<file path="src/rtl/digital_clock_pkg.sv">
// Types and constants shared by the alarm path of the digital clock.
// The status-digit encoding lives here so every consumer uses the same segments.
package digital_clock_pkg;

  typedef enum logic [1:0] {
    IDLE,
    RINGING,
    SNOOZE,
    DONE
  } alarm_state_e;

  // Active-low {g,f,e,d,c,b,a}
  localparam logic [6:0] SEG_A     = 7'b000_1000;
  localparam logic [6:0] SEG_S     = 7'b001_0010;
  localparam logic [6:0] SEG_BLANK = 7'b111_1111;

  function automatic logic [6:0] status_seg(alarm_state_e st, logic beep);
    logic [6:0] seg;
    seg = SEG_BLANK;
    if (st == RINGING && beep) begin
      seg = SEG_A;
    end else if (st == SNOOZE) begin
      seg = SEG_S;
    end
    return seg;
  endfunction

endpackage

</file>
<file path="src/rtl/sec_timer.sv">
// Loadable seconds down-counter; flags the tick that will take it from 1 to 0.
// It stops at zero rather than wrapping.
module sec_timer #(
  parameter int W = 9
) (
  input  logic         clk,
  input  logic         reset,
  input  logic         load,
  input  logic [W-1:0] load_val,
  input  logic         tick,
  output logic         zero_next
);

  logic [W-1:0] count_q;

  always_ff @(posedge clk) begin
    if (reset) begin
      count_q <= '0;
    end else if (load) begin
      count_q <= load_val;
    end else if (tick && (count_q != '0)) begin
      count_q <= count_q - 1'b1;
    end
  end

  assign zero_next = tick & (count_q == W'(1));

endmodule

</file>
<file path="src/rtl/alarm_ringer.sv">
// Alarm annunciation: sequences ring / snooze / done from the hh:mm match level,
// drives a 1 Hz beeping buzzer and an active-low status digit. All outputs are registered.
module alarm_ringer
  import digital_clock_pkg::*;
#(
  parameter int  RING_SECS   = 60,
  parameter int  SNOOZE_SECS = 300,
  parameter int  MAX_SNOOZE  = 3,
  localparam int CNT_W       = (MAX_SNOOZE > 0) ? $clog2(MAX_SNOOZE + 1) : 1
) (
  input  logic             clk,
  input  logic             reset,
  input  logic             tick_1hz,
  input  logic             alarm_match,
  input  logic             alarm_enable,
  input  logic             ack,
  input  logic             snooze,
  output logic             ringing,
  output logic             snoozing,
  output logic             buzzer,
  output logic [CNT_W-1:0] snooze_cnt,
  output logic [6:0]       alarm_led
);

  localparam int TMR_MAX = (RING_SECS > SNOOZE_SECS) ? RING_SECS : SNOOZE_SECS;
  localparam int TMR_W   = $clog2(TMR_MAX + 1);
  localparam logic [TMR_W-1:0] RING_LD   = TMR_W'(RING_SECS);
  localparam logic [TMR_W-1:0] SNOOZE_LD = TMR_W'(SNOOZE_SECS);
  localparam logic [CNT_W-1:0] CNT_MAX   = CNT_W'(MAX_SNOOZE);

  alarm_state_e     state_q, state_d;
  logic             match_q;
  logic             buzzer_q, buzzer_d;
  logic [CNT_W-1:0] cnt_q, cnt_d;
  logic             ringing_q, snoozing_q;
  logic [6:0]       led_q;
  logic             tmr_load;
  logic [TMR_W-1:0] tmr_val;
  logic             tmr_zero_next;
  logic             match_edge;

  // match_q resets high so a minute already matching at release is not an edge
  assign match_edge = alarm_match & ~match_q;

  sec_timer #(.W(TMR_W)) u_timer (
    .clk       (clk),
    .reset     (reset),
    .load      (tmr_load),
    .load_val  (tmr_val),
    .tick      (tick_1hz),
    .zero_next (tmr_zero_next)
  );

  always_comb begin
    state_d  = state_q;
    buzzer_d = buzzer_q;
    cnt_d    = cnt_q;
    tmr_load = 1'b0;
    tmr_val  = RING_LD;
    case (state_q)
      IDLE: begin
        if (match_edge && alarm_enable) begin
          state_d  = RINGING;
          tmr_load = 1'b1;
          buzzer_d = 1'b1;
        end
      end
      RINGING: begin
        if (!alarm_enable) begin
          state_d  = IDLE;
          cnt_d    = '0;
          buzzer_d = 1'b0;
        end else if (ack) begin
          state_d  = DONE;
          cnt_d    = '0;
          buzzer_d = 1'b0;
        end else if (snooze && (cnt_q < CNT_MAX)) begin
          state_d  = SNOOZE;
          tmr_load = 1'b1;
          tmr_val  = SNOOZE_LD;
          cnt_d    = cnt_q + 1'b1;
          buzzer_d = 1'b0;
        end else if (tmr_zero_next) begin
          state_d  = DONE;
          cnt_d    = '0;
          buzzer_d = 1'b0;
        end else if (tick_1hz) begin
          buzzer_d = ~buzzer_q;
        end
      end
      SNOOZE: begin
        if (!alarm_enable) begin
          state_d = IDLE;
          cnt_d   = '0;
        end else if (ack) begin
          state_d = DONE;
          cnt_d   = '0;
        end else if (tmr_zero_next) begin
          state_d  = RINGING;
          tmr_load = 1'b1;
          buzzer_d = 1'b1;
        end
      end
      DONE: begin
        buzzer_d = 1'b0;
        cnt_d    = '0;
        // Holding here while the minute still matches prevents a re-trigger
        if (!alarm_match) begin
          state_d = IDLE;
        end
      end
      default: begin
        state_d  = IDLE;
        buzzer_d = 1'b0;
        cnt_d    = '0;
      end
    endcase
  end

  always_ff @(posedge clk) begin
    if (reset) begin
      state_q    <= IDLE;
      match_q    <= 1'b1;
      buzzer_q   <= 1'b0;
      cnt_q      <= '0;
      ringing_q  <= 1'b0;
      snoozing_q <= 1'b0;
      led_q      <= SEG_BLANK;
    end else begin
      state_q    <= state_d;
      match_q    <= alarm_match;
      buzzer_q   <= buzzer_d;
      cnt_q      <= cnt_d;
      ringing_q  <= (state_d == RINGING);
      snoozing_q <= (state_d == SNOOZE);
      led_q      <= status_seg(state_d, buzzer_d);
    end
  end

  assign ringing    = ringing_q;
  assign snoozing   = snoozing_q;
  assign buzzer     = buzzer_q;
  assign snooze_cnt = cnt_q;
  assign alarm_led  = led_q;

endmodule

</file>
<file path="config.mk">
export PLATFORM = sky130hd
export DESIGN_NAME = alarm_ringer
export DESIGN_NICKNAME = d
export VERILOG_FILES = /design/src/rtl/digital_clock_pkg.sv /design/src/rtl/sec_timer.sv /design/src/rtl/alarm_ringer.sv
export SDC_FILE = /design/constraint.sdc
export NUM_CORES = 1
export LEC_CHECK = 0
export CAP_MARGIN = 20
export CELL_PAD_IN_SITES_DETAIL_PLACEMENT = 1
export CELL_PAD_IN_SITES_GLOBAL_PLACEMENT = 1
export CORE_UTILIZATION = 36
export DETAILED_ROUTE_END_ITERATION = 10
export PLACE_DENSITY_LB_ADDON = 0.1
export SLEW_MARGIN = 10
export SYNTH_ARGS = -nofsm -noshare
export SYNTH_HDL_FRONTEND = slang
export SYNTH_HIERARCHICAL = 1
export SYNTH_SLANG_ARGS = --single-unit
</file>
<file path="constraint.sdc">
create_clock -name clk -period 2.8 [get_ports clk]
set_clock_uncertainty 0.2 [all_clocks]
set_input_delay 0.56 -clock clk [delete_from_list [all_inputs] [get_ports clk]]
set_output_delay 0.56 -clock clk [all_outputs]
set_load 0.02 [all_outputs]
</file>
==> run metrics, run 1 <==
Total GRT Usage between 10% and 20%; worst-path fanout max 6; Post-Route WL 3.05 mm; Yosys reg bits 20; Area after DPL approximately 1500 um2; Worst Reg-to-Reg Cells 7; CTS tree yes; Layout Nets 193; Setup TNS 0 ns; routed vias between 1000 and 1500; Syn Inst Count approximately 150; CP Class register to register; Hold Vio Cnt, Final 0; layout cells sized above 1 between 10% and 20%; global route overflow 0; fin. max-slew vios 0; CTS sink count 20; first-pass GRT wire length around 5.0 mm; clock period minus worst slack ~2.4 ns; max_cap viols 0; Most used DFF post-synth dfxtp_1; drc violations 0; antenna violations before repair 0; cts bufs inserted 3; Power Density about 700 nW/um2; Post-synth EDFFs 0; outcome complete, no violations; CP arrival 2.36 ns; reg2reg start u_timer/count_q[5]$_SDFFE_PP0P_; CP endpoint kind register; initial cell density of the core a little under two fifths; Cell Area, Synth approximately 1300 um2; die width around 62 um; HP Class register to register; Seq/Total Area, Yosys 30.8%; Crit. Startpoint u_timer/count_q[5]$_SDFFE_PP0P_; 1st-iter DRT viols 38; Fillers approximately 410; die area between 3000 and 4000 um2; Skew-Pair Late Insertion Delay about 0.32 ns; RSZ-0062 raised after global routing no; Clk pin slew, worst setup/hold paths ~0.11 ns; WP data required ~2.8 ns; Cell Rows 21; design area around 1600 um2; hold path start snooze_cnt[0]$_SDFFE_PP0P_; Final setup viols 0; P_leak around 0.7 nW; IO Pins 19; routed len/inst roughly 14 um; flop-to-flop setup slack around 0.44 ns; Max clock buf depth 2; n_diodes 0; Hold Path Cell Cnt 2; r2r endpoint snooze_cnt[1]$_SDFFE_PP0P_; hold_buf cts 0; Die Span Y between 60 and 70 um; RePlAce Congestion between 0.8 and 0.9; crit share post-route approximately 84%; # Post-CTS Setup Buffers 0; Worst VDD drop 0.231 mV; Root Driver clkbuf_4; Vias/cell between 5 and 6; FMAX 423 MHz; drt first pass iters 5; largest net degree at the start of global routing 16; vias in the first global route 1169; Resized cells post-CTS 0; Placeable Area ~3400 um2; # H-tree levels 1; Syn-to-layout area delta 21.5%; Startpoint Class register; syn_area_per_cell between 8 and 9 um2; IO buf count 18; Hold EP snooze_cnt[0]$_SDFFE_PP0P_; post-detailed-route count of antenna-violating nets 0; Synth cell types 52; synth warn 6; post-synthesis async set-or-reset flop share 0%; Detailed Place HPWL ~2.5 mm
-- layout make-up --
type                       instances  area (um2)  share of cell area [%]
tap                               46        57.6                    3.65
sequential                        20         400                    25.4
inverter                          15        56.3                    3.57
timing repair buffer              22         210                    13.3
clock buffer                       3        22.5                    1.43
multi-input combinational        114         802                    50.8
clock inverter                     1        30.0                    1.90
-- state kept, by name (all words and copies together) (netlist names) --
register / flops
u_timer/count_q: 9
alarm_led: 3
snooze_cnt: 2
state_q: 2
buzzer: 1
match_q: 1
ringing: 1
snoozing: 1
-- synthesized netlist by cell type (3+ instances only) --
master / instances / area share (%)
a21oi_1: 11 / 4.2
buf_4: 4 / 2.3
dfxtp_1: 20 / 31
ha_1: 10 / 9.6
inv_1: 15 / 4.3
mux2i_1: 3 / 2.3
nand2_1: 9 / 2.6
nand2b_1: 3 / 1.4
nor2_1: 11 / 3.2
nor4_1: 4 / 1.9
o21a_1: 3 / 1.7
o21ai_0: 4 / 1.5
xor2_1: 3 / 2.0
-- critical path: stages, from the launching register on --
cell and delay [ns]:
dfxtp_1 0.37, nor4_1 0.39, and4_1 0.36, nand2b_1 0.20, o21bai_1 0.07, a21oi_1 0.30
mux2i_1 0.29, nor2_1 0.06
-- cell usage in the layout (no fill, tap or decap), drive strengths merged, types with 4 or more instances in the layout --
cell           netlist  final
a211oi               4      4
a21oi               12     12
buf                  6      4
clkdlybuf4s50        0     18
conb                 2      7
dfxtp               20     20
ha                  10     10
inv                 15     15
nand2                9      9
nor2                11     11
nor4                 4      4
o21ai                6      6
-- power breakdown --
group | internal, mW | switching [mW] | leakage [nW] | total (mW)
Combinational | 0.204 | 0.240 | 0.491 | 0.444
Sequential | 0.341 | 0.0605 | 0.163 | 0.402
Clock | 0.145 | 0.0994 | 0.0279 | 0.244
Total | 0.690 | 0.400 | 0.683 | 1.09
-- stage by stage --
stage	hold WS, ns	utilization [%]	power, mW	cells	worst slack, ns
3_5_place_dp	0.368	45.0	0.855	217	0.125
3_3_place_gp	0.320	45.0	0.833	217	0.232
5_1_grt	0.439	46.6	1.17	221	0.240
4_1_cts	0.383	46.6	1.10	221	0.402
6_report	0.368	46.6	1.09	221	0.438
2_1_floorplan	0.316	-	0.728	157	0.210
-- routing by layer --
layer	vias up	track usage, %	share of wire (%)
li1	569	-	-
met1	557	18.9	42
met2	7	35.6	56
met3	2	3.31	1.7
met4	0	5.71	0.59
met5	-	0	0
-- cells by family (layout without fill, tap and decap cells) --
kind of cell / Yosys count / after routing / share of synthesized area [%]
AOI/OAI and AO/OA: 39 / 39 / 21.8
xor gates and xnor gates: 5 / 5 / 3.37
adders and majority gates: 10 / 10 / 9.62
buffers and inverters: 23 / 41 / 8.95
DFF: 20 / 20 / 30.8
muxes: 3 / 3 / 2.31
other: 2 / 7 / 0.578
and+or+nand+nor: 50 / 50 / 22.6
-- worst max path at each step --
stage	to	slack, ns	cells after the start
after floorplan	u_timer/count_q[6]$_SDFFE_PP0P_	0.21	9
after global placement	u_timer/count_q[7]$_SDFFE_PP0P_	0.23	5
after detailed placement	u_timer/count_q[2]$_SDFFE_PP0P_	0.12	9
after CTS	u_timer/count_q[2]$_SDFFE_PP0P_	0.40	9
after global routing	u_timer/count_q[3]$_SDFFE_PP0P_	0.24	9
final	snooze_cnt[1]$_SDFFE_PP0P_	0.44	7
Note: power is estimated with default switching activity, not from simulation.
==> inputs of run 2 (changes only) <==
clock period = 2.1 ns   (was 2.8 ns; I/O delays follow)
==> run 2 against run 1 <==
Net effect: the run now ends with setup timing left; clock-buffer cell count is the same; wire length increased by 22%; setup slack worse by 0.47 ns; sequential power is 34% higher; die area unchanged; clock power up 34%; first-iteration DRC count decreased by 21%; critical path depth rose by 3; maximum frequency is 11% higher; critical path type unchanged; critical endpoint is now u_timer/count_q[4]$_SDFFE_PP0P_.
==> run metrics, run 2 (synthesis gave the netlist of run 1 again) <==
FMAX 469 MHz (was 423 MHz); Detailed Place HPWL 2.89 mm (was 2.46 mm); commonest non-fill, non-tap cell in the layout buf_4 (was dfxtp_1); Area after DPL 1700 um2 (was 1530 um2); CP Cell Sequence nor4_4 > and4_4 > nand2_2 > o21ai_1 > a32oi_1 > nor2_2 > buf_6 > buf_12 > nor2b_4 > nor3_1 (was nor4_1 > and4_1 > nand2b_1 > o21bai_1 > a21oi_1 > mux2i_1 > nor2_1); fin. max-slew vios 0 (unchanged); drt first pass iters 4 (was 5); Clk pin slew, worst setup/hold paths 0.13 ns (was 0.11 ns); IO buf count 18 (unchanged); 1st-iter DRT viols 30 (was 38); # H-tree levels 1 (unchanged); Die Span Y 62.1 um (unchanged); post-detailed-route count of antenna-violating nets 0 (unchanged); CP endpoint kind register (unchanged); outcome finished with violations (was complete, no violations); Vias/cell 5.00 (was 5.14); design area 1930 um2 (was 1580 um2); P_leak 0.861 nW (was 0.683 nW); die width 62.1 um (unchanged); Post-Route WL 3.71 mm (was 3.05 mm); CP Buf/Inv Count 2 (was 0); hold_buf cts 0 (unchanged); CP Class register to register (unchanged); Tot Pwr 1.72 mW (was 1.09 mW); failing checks setup timing; Root Driver clkbuf_4 (unchanged); Top reg by flops u_timer/count_q (unchanged); clock period minus worst slack 2.13 ns (was 2.36 ns); Hold Vio Cnt, Final 0 (unchanged); CTS tree yes (unchanged); Power Density 889 nW/um2 (was 690 nW/um2); antenna violations before repair 0 (unchanged); global route overflow 0 (unchanged); most frequent cells in the layout buf_4 (32), dfxtp_1 (17), clkdlybuf4s50_1 (17) (was dfxtp_1 (20), clkdlybuf4s50_1 (18), inv_1 (15)); HP Class register to register (unchanged); CTS sink count 20 (unchanged); Placeable Area 3390 um2 (unchanged); worst-path fanout max 5 (was 6); slowest stage delay, CP 0.37 ns (was 0.39 ns); Cell Rows 21 (unchanged); RePlAce Congestion 0.943 (was 0.805); Final setup viols 3 (was 0); Skew-Pair Late Insertion Delay 0.31 ns (was 0.32 ns); CP arrival 2.14 ns (was 2.36 ns); Max clock buf depth 2 (unchanged); max_cap viols 0 (unchanged); Startpoint Class register (unchanged); first-pass GRT wire length 5.73 mm (was 5.02 mm); RSZ-0062 raised after global routing yes (was no); drc violations 0 (unchanged); die area 3860 um2 (unchanged); routed len/inst 14.7 um (was 13.8 um); CP max stage cell dfxtp_2 (was nor4_1); IO Pins 19 (unchanged); largest net degree at the start of global routing 13 (was 16); routed vias 1265 (was 1135); Final Core Density 57.0% (was 46.6%); vias in the first global route 1300 (was 1169); layout cells sized above 1 34.3% (was 11.4%); setup slack after layout -0.0306 ns (was 0.438 ns); Total GRT Usage 20.9% (was 18.0%); Layout Nets 225 (was 193); n_diodes 0 (unchanged); CP delay by family, top simple AND/OR/NAND/NOR gates (unchanged); Worst VDD drop 0.369 mV (was 0.231 mV); cts bufs inserted 3 (unchanged); initial cell density of the core 38.4% (unchanged); WP data required 2.11 ns (was 2.80 ns); Syn-to-layout area delta 48.6% (was 21.5%); crit share post-route 101% (was 84.4%); max reg flops 9 (unchanged); Fillers 393 (was 413)
[run 2: cell count changes in the layout (fill, tap and decap cells not counted), moves of 3 or more]
cell	delta
a21oi_2	+5
a21oi_1	-5
buf_6	+3
dfxtp_1	-3
buf_4	+28
[run 2: cell type report]
class                   instances  area, um2  share of cell area (%)
clock inverters                 1       30.0                    1.55
flip-flops and latches         20        407                    21.0
repair buffers                 54        473                    24.5
clock buffers                   3       22.5                    1.17
well taps                      46       57.6                    2.98
inverters                      15       56.3                    2.91
multi-input cells             114        886                    45.9
[run 2: worst reg2reg max path: cells and delay by family (launching register included)]
| family | cells | cell delay, ns |
|---|---|---|
| AO/OA/AOI/OAI | 2 | 0.20 |
| buffers and inverters | 2 | 0.27 |
| flip-flops | 1 | 0.37 |
| AND/OR/NAND/NOR | 6 | 0.98 |
[run 2: final timing paths]
path                                         from                         endpoint  slack, ns  depth (start not counted)
setup reg to reg  u_timer/count_q[7]$_SDFFE_PP0P_  u_timer/count_q[4]$_SDFFE_PP0P_      -0.03                         10
hold / removal         snooze_cnt[1]$_SDFFE_PP0P_       snooze_cnt[1]$_SDFFE_PP0P_       0.36                          2
hold reg to reg        snooze_cnt[1]$_SDFFE_PP0P_       snooze_cnt[1]$_SDFFE_PP0P_       0.36                          2
setup / recovery  u_timer/count_q[7]$_SDFFE_PP0P_  u_timer/count_q[4]$_SDFFE_PP0P_      -0.03                         10
[run 2: metal layers]
| metal | share of wire (%) | vias up | wire length, um | track usage [%] |
|---|---|---|---|---|
| met1 | 41 | 607 | 1520 | 22.1 |
| met2 | 56 | 16 | 2060 | 40.7 |
| met3 | 2.3 | 4 | 86 | 3.73 |
| met5 | 0 | - | 0 | 0 |
| li1 | - | 638 | - | - |
| met4 | 1.1 | 0 | 42 | 6.98 |
[run 2: metrics by stage]
| stage | std cells | worst slack (ns) | TNS (ns) | hold slack, ns |
|---|---|---|---|---|
| 6_report | 253 | -0.0306 | -0.0592 | 0.364 |
| 5_1_grt | 253 | -0.115 | -0.721 | 0.414 |
| 4_1_cts | 250 | -0.0973 | -0.405 | 0.369 |
| 3_5_place_dp | 238 | -0.376 | -4.82 | 0.338 |
| 3_3_place_gp | 238 | -0.320 | -3.87 | 0.314 |
| 2_1_floorplan | 157 | 0.0301 | 0 | 0.292 |
[run 2: repair_timing]
item / in CTS / in global routing
setup buffers: 8 / 3
endpoints found under the setup margin: 8 / 16
pin swaps: 7 / 6
hold endpoints to repair: 0 / 0
cloned: 0 / 0
gates resized for setup: 18 / 7
[run 2: power breakdown]
part / internal (mW) / total [mW] / switching [mW] / leakage (nW)
Combinational: 0.425 / 0.852 / 0.427 / 0.669
Clock: 0.193 / 0.328 / 0.135 / 0.0279
Sequential: 0.465 / 0.537 / 0.0726 / 0.165
